`config.mk`:
```
export PLATFORM = sky130hd
export DESIGN_NAME = seg_scan_display
export DESIGN_NICKNAME = d
export VERILOG_FILES = /design/src/rtl/seg_pkg.sv /design/src/rtl/tick_divider.sv /design/src/rtl/seg_scan_display.sv
export SDC_FILE = /design/constraint.sdc
export NUM_CORES = 1
export LEC_CHECK = 0
export CAP_MARGIN = 20
export CORE_UTILIZATION = 45
export CTS_CLUSTER_SIZE = 20
export DETAILED_ROUTE_END_ITERATION = 8
export HOLD_SLACK_MARGIN = 0.06
export PLACE_DENSITY_LB_ADDON = 0.05
export RECOVER_POWER = 50
export SKIP_CTS_REPAIR_TIMING = 1
export SYNTH_ARGS = -nofsm -noshare
export SYNTH_HDL_FRONTEND = slang
export SYNTH_SLANG_ARGS = --single-unit
export TNS_END_PERCENT = 50
```
`constraint.sdc`:
```
create_clock -name clk -period 4.9 [get_ports clk]
set_input_delay 0.49 -clock clk [delete_from_list [all_inputs] [get_ports clk]]
set_output_delay 0.49 -clock clk [all_outputs]
set_load 0.02 [all_outputs]
```
`src/rtl/seg_pkg.sv`:
```
// seg_pkg: shared seven-segment decode constants and the nibble decoder.
//   SEG_0..SEG_F : active-high g..a patterns (bit 6 = g, bit 0 = a)
//   SEG_OFF      : all segments dark
//   hex_to_seg() : 4-bit nibble -> 7-bit active-high segment pattern
package seg_pkg;

    localparam logic [6:0] SEG_0   = 7'h3F;
    localparam logic [6:0] SEG_1   = 7'h06;
    localparam logic [6:0] SEG_2   = 7'h5B;
    localparam logic [6:0] SEG_3   = 7'h4F;
    localparam logic [6:0] SEG_4   = 7'h66;
    localparam logic [6:0] SEG_5   = 7'h6D;
    localparam logic [6:0] SEG_6   = 7'h7D;
    localparam logic [6:0] SEG_7   = 7'h07;
    localparam logic [6:0] SEG_8   = 7'h7F;
    localparam logic [6:0] SEG_9   = 7'h6F;
    localparam logic [6:0] SEG_A   = 7'h77;
    localparam logic [6:0] SEG_B   = 7'h7C;
    localparam logic [6:0] SEG_C   = 7'h39;
    localparam logic [6:0] SEG_D   = 7'h5E;
    localparam logic [6:0] SEG_E   = 7'h79;
    localparam logic [6:0] SEG_F   = 7'h71;
    localparam logic [6:0] SEG_OFF = 7'h00;

    function automatic logic [6:0] hex_to_seg(input logic [3:0] nibble);
        logic [6:0] s;
        s = SEG_OFF;
        case (nibble)
            4'h0: s = SEG_0;
            4'h1: s = SEG_1;
            4'h2: s = SEG_2;
            4'h3: s = SEG_3;
            4'h4: s = SEG_4;
            4'h5: s = SEG_5;
            4'h6: s = SEG_6;
            4'h7: s = SEG_7;
            4'h8: s = SEG_8;
            4'h9: s = SEG_9;
            4'hA: s = SEG_A;
            4'hB: s = SEG_B;
            4'hC: s = SEG_C;
            4'hD: s = SEG_D;
            4'hE: s = SEG_E;
            4'hF: s = SEG_F;
            default: s = SEG_OFF;
        endcase
        return s;
    endfunction

endpackage

```
`src/rtl/tick_divider.sv`:
```
// tick_divider: free-running modulo-DIV counter with a one-cycle tick at
// its terminal count (DIV-1). DIV=1 gives a tick on every cycle.
//   clk  : clock
//   rst  : synchronous active-high reset (counter -> 0)
//   tick : high for the whole cycle in which the counter holds DIV-1
module tick_divider #(
    parameter int DIV = 100000
) (
    input  logic clk,
    input  logic rst,
    output logic tick
);

    localparam int W = (DIV > 1) ? $clog2(DIV) : 1;

    logic [W-1:0] cnt;

    assign tick = (cnt == W'(DIV - 1));

    always_ff @(posedge clk) begin
        if (rst)       cnt <= '0;
        else if (tick) cnt <= '0;
        else           cnt <= cnt + W'(1);
    end

endmodule

```
`src/rtl/seg_scan_display.sv`:
```
// seg_scan_display: time-multiplexed N-digit seven-segment driver.
//   clk, rst     : clock, synchronous active-high reset
//   digits       : packed nibbles, digit 0 = digits[3:0] (rightmost)
//   dp_mask      : per-digit decimal point enable
//   blank_mask   : per-digit force-dark
//   blink_mask   : per-digit blink enable; blink_all blinks every digit
//   lz_suppress  : darken leading zero digits (digit 0 always shown)
//   seg          : {dp, g..a}, registered, in ACTIVE_LOW polarity
//   an           : one-hot digit enable, registered, same polarity
// seg and an are loaded together on the refresh tick edge, so the anode
// and its segment image can never be skewed.
module seg_scan_display
    import seg_pkg::*;
#(
    parameter int N_DIGITS    = 4,
    parameter int REFRESH_DIV = 100000,
    parameter int BLINK_DIV   = 25000000,
    parameter int ACTIVE_LOW  = 1
) (
    input  logic                  clk,
    input  logic                  rst,
    input  logic [4*N_DIGITS-1:0] digits,
    input  logic [N_DIGITS-1:0]   dp_mask,
    input  logic [N_DIGITS-1:0]   blank_mask,
    input  logic [N_DIGITS-1:0]   blink_mask,
    input  logic                  blink_all,
    input  logic                  lz_suppress,
    output logic [7:0]            seg,
    output logic [N_DIGITS-1:0]   an
);

    localparam int IW  = (N_DIGITS > 1) ? $clog2(N_DIGITS) : 1;
    localparam bit POL = (ACTIVE_LOW != 0);

    // Inactive levels: an XOR with all-ones when pins are active-low.
    localparam logic [7:0]          SEG_INACT = {8{POL}};
    localparam logic [N_DIGITS-1:0] AN_INACT  = {N_DIGITS{POL}};

    logic refresh_tick;
    logic blink_tick;
    logic blink_phase;

    tick_divider #(.DIV(REFRESH_DIV)) u_refresh (
        .clk  (clk),
        .rst  (rst),
        .tick (refresh_tick)
    );

    tick_divider #(.DIV(BLINK_DIV)) u_blink (
        .clk  (clk),
        .rst  (rst),
        .tick (blink_tick)
    );

    // Phase 0 = visible, 1 = blinking digits dark.
    always_ff @(posedge clk) begin
        if (rst)             blink_phase <= 1'b0;
        else if (blink_tick) blink_phase <= ~blink_phase;
    end

    // ------------------------------------------------------------------
    // Scan index
    // ------------------------------------------------------------------
    logic [IW-1:0] idx;
    logic [IW-1:0] idx_next;

    always_comb begin
        idx_next = (idx == IW'(N_DIGITS - 1)) ? '0 : idx + IW'(1);
    end

    always_ff @(posedge clk) begin
        if (rst)               idx <= IW'(N_DIGITS - 1);
        else if (refresh_tick) idx <= idx_next;
    end

    // ------------------------------------------------------------------
    // Per-digit active-high images
    // ------------------------------------------------------------------
    // nz_chain[i] = any nibble in i..N_DIGITS-1 is non-zero; a digit is a
    // leading zero exactly when that prefix OR is clear.
    logic [N_DIGITS:0]          nz_chain;
    logic [N_DIGITS-1:0][7:0]   img;

    assign nz_chain[N_DIGITS] = 1'b0;

    for (genvar i = 0; i < N_DIGITS; i++) begin : g_digit
        logic [3:0] nib;
        logic       lz_dark;
        logic       dark;

        assign nib         = digits[4*i +: 4];
        assign nz_chain[i] = (nib != 4'h0) | nz_chain[i+1];
        assign lz_dark     = (i != 0) & lz_suppress & ~nz_chain[i];
        assign dark        = blank_mask[i]
                           | ((blink_mask[i] | blink_all) & blink_phase)
                           | lz_dark;
        assign img[i]      = dark ? 8'h00 : {dp_mask[i], hex_to_seg(nib)};
    end

    // ------------------------------------------------------------------
    // Select image and anode for the digit being loaded next
    // ------------------------------------------------------------------
    logic [7:0]          seg_sel;
    logic [N_DIGITS-1:0] an_sel;

    always_comb begin
        seg_sel = 8'h00;
        an_sel  = '0;
        for (int i = 0; i < N_DIGITS; i++) begin
            if (idx_next == IW'(i)) begin
                seg_sel   = img[i];
                an_sel[i] = 1'b1;
            end
        end
    end

    always_ff @(posedge clk) begin
        if (rst) begin
            seg <= SEG_INACT;
            an  <= AN_INACT;
        end else if (refresh_tick) begin
            seg <= seg_sel ^ SEG_INACT;
            an  <= an_sel ^ AN_INACT;
        end
    end

endmodule

```
==> results.sh <==
export IMPL_outcome="finished clean"
export IMPL_finalCriticalPeriod_ns=2.901
export IMPL_vias_per_cell=5.309
export IMPL_drive_gt1_share_pct=6.327
export IMPL_dr_pass1_iters=4
export IMPL_r2r_slack_ns=2.00
export IMPL_path_cells="or4_4 > nor3_1 > nand2_1 > or4_1 > o21ai_1"
export IMPL_area_growth_pct=17.37
export IMPL_num_rows=32
export IMPL_path_clk_slew_ns=0.07
export IMPL_mostFrequentLayoutCells="nor2_1 (65), dfxtp_1 (57), nand2_1 (30), ha_1 (30), clkdlybuf4s50_1 (30)"
export IMPL_ys_ff_latch=57
export IMPL_syn_num_nets=509
export IMPL_nFillCells=777
export IMPL_r2r_end="seg[4]"
export IMPL_grt_max_degree=26
export IMPL_worstHoldPathCells=2
export IMPL_cts_sinks=57
export IMPL_grt_pass1_wl_um=13720
export IMPL_finalNetCount=548
export IMPL_synth_main_ff_cell="dfxtp_1"
export IMPL_ys_seq_area_share_pct=30.63
export IMPL_ys_async_sr_fraction_pct=0
export IMPL_critPathMaxFanout=11
export IMPL_synthTopCellsByArea="dfxtp_1 (31%), ha_1 (10%), nor2_1 (6.4%)"
export IMPL_drtAntennaViolNets=0
export IMPL_fin_ws_ns=1.999
export IMPL_tightest_slew_ns=1.352
export IMPL_holdPathEnd="seg[3]"
export IMPL_gp_congestion=0.8817
export IMPL_max_freq_mhz=344.7
export IMPL_grt_overflow=0
export IMPL_drc=0
export IMPL_cts_tree="yes"
export IMPL_path_buf_inv=0
export IMPL_htreeDepth=3
export IMPL_crit_family="simple AND/OR/NAND/NOR gates"
export IMPL_finalSetupTns_ns=0
export IMPL_cts_buffers=9
export IMPL_maxSlewViolCount=0
export IMPL_reg2reg_depth=5
export IMPL_cap_viol_max_count=0
export IMPL_antenna_found_initial=0
export IMPL_io_buffers=43
export IMPL_die_h_um=92.98
export IMPL_place_ws_ns=1.701
export IMPL_synth_cell_types=58
export IMPL_rsz0062_at_grt="false"
export IMPL_drt_initial_drc_count=124
export IMPL_die_width_um=92.98
export IMPL_worstSetupEndpointType="register"
export IMPL_synth_top_cell_by_area="dfxtp_1"
export IMPL_final_common_cell="nor2_1"
export IMPL_routed_wl_um=8224
export IMPL_syn_area_um2=3725
export IMPL_core_area_um2=7848
export IMPL_max_slew_margin_pct=9.857
export IMPL_grt_pass1_vias=2931
export IMPL_post_drt_wl_per_cell_um=13.89
export IMPL_slowest_stage="nor3_1"
export IMPL_synth_cells=447
export IMPL_skew_ns=0.01211
export IMPL_fin_crit_sh_pct=59.20
export IMPL_required_ns=5.17
export IMPL_worstHoldPathType="register to register"
export IMPL_yosysWarnings=0
export IMPL_boundaryPins=44
export IMPL_synth_top_area_share_pct=30.63
export IMPL_critPathKind="register to register"
export IMPL_clockBufferDepth=2
export IMPL_power_leakage_nw=1.681
export IMPL_initial_core_util_pct=47.46
export IMPL_synth_edf_count=0
export IMPL_ir_worst_vdd_v=0.0001993
export IMPL_clkLatencyLatePin_ns=0.34
export IMPL_routed_via_count=3143
export IMPL_root_buffer="clkbuf_8"
export IMPL_grt_usage_pct=20.25
export IMPL_worstHoldStart="seg[3]"
export IMPL_worst_r2r_startpoint="u_refresh.cnt[14]"
export IMPL_syn_area_per_cell_um2=8.333
export IMPL_crit_path_start_kind="register"
export IMPL_worst_ep_arrival_time_ns=3.17
export IMPL_finalSetupViolCount=0
export IMPL_dp_hpwl_um=6272
export IMPL_slowest_delay_ns=0.74
export IMPL_powerDensity_nw_per_um2=220.5
export IMPL_hold_violations=0
export IMPL_n_antenna_cell=0
export IMPL_die_area_um2=8645
-- stage by stage --
stage / hold slack [ns] / cell area [um^2] / total power, mW / util, % / instances
3_3_place_gp: 0.4349 / 4213 / 0.6013 / 53.68 / 575
3_5_place_dp: 0.4507 / 4223 / 0.6014 / 53.81 / 577
6_report: 0.4616 / 4372 / 0.9637 / 55.71 / 592
4_1_cts: 0.4630 / 4385 / 0.9753 / 55.88 / 592
5_1_grt: 0.4830 / 4372 / 1.009 / 55.71 / 592
2_1_floorplan: 0.4175 / 3725 / 0.5545 / - / 447
-- synthesized netlist by cell type, types with 9 or more instances --
cell,n
xor2_1,23
and3_1,15
nand2_1,30
nor3_1,15
clkbuf_1,9
nor2_1,64
nand4_1,10
mux2i_1,10
ha_1,30
a21oi_1,15
dfxtp_1,57
nand3_1,22
o21ai_0,15
inv_1,23
xnor2_1,16
-- cell type report --
type,instances,area [um^2],share of cell area (%)
multi-input combinational,349,2406,55.04
sequential,57,1141,26.10
timing repair buffer,46,447.9,10.25
clock buffer,12,145.1,3.320
tap,102,127.6,2.919
inverter,23,86.33,1.975
clock inverter,3,17.52,0.4007
-- flip-flops by register name (all words and copies together), names as in the netlist --
register	flops
seg	8
idx	2
blink_phase	1
u_refresh.cnt	17
u_blink.cnt	25
an	4
-- cell families (layout without fill, tap and decap cells) --
logic type	Yosys count	in the layout	share of synthesized area [%]
AND/OR/NAND/NOR	197	197	27.51
flip-flops	57	57	30.63
AO/OA/AOI/OAI	65	65	11.89
buffers and inverters	41	84	4.400
multiplexers	18	18	6.315
XOR/XNOR	39	39	9.170
adder cells (fa/ha/maj)	30	30	10.08
-- worst max-delay path by stage --
stage,from,to,cells past startpoint
2_1_floorplan,digits[12],seg[2],7
3_3_place_gp,digits[13],seg[2],8
3_5_place_dp,digits[12],seg[2],8
4_1_cts,digits[12],seg[2],8
5_1_grt,u_blink.cnt[11],u_blink.cnt[8],5
6_report,u_refresh.cnt[14],seg[4],5
-- metal layers --
| layer | wire length, um | up-vias | track usage [%] |
|---|---|---|---|
| li1 | - | 1654 | - |
| met1 | 4080 | 1432 | 28.65 |
| met2 | 3623 | 51 | 30.82 |
| met3 | 473 | 6 | 5.122 |
| met4 | 47 | 0 | 4.615 |
| met5 | 0 | - | 0 |
-- power breakdown --
| part | switching [mW] | total (mW) | leakage (nW) | internal (mW) |
|---|---|---|---|---|
| clock network | 0.180 | 0.373 | 0.0822 | 0.193 |
| registers | 0.00408 | 0.472 | 0.461 | 0.468 |
| logic | 0.0607 | 0.119 | 1.14 | 0.0586 |
| total | 0.245 | 0.964 | 1.68 | 0.719 |
-- worst reg2reg max path, delay by kind of cell, from the launching register on --
kind | cells | cell delay [ns]
and+or+nand+nor | 4 | 2.38
DFF | 1 | 0.34
AOI/OAI and AO/OA | 1 | 0.12
Note: power is estimated with default switching activity, not from simulation.
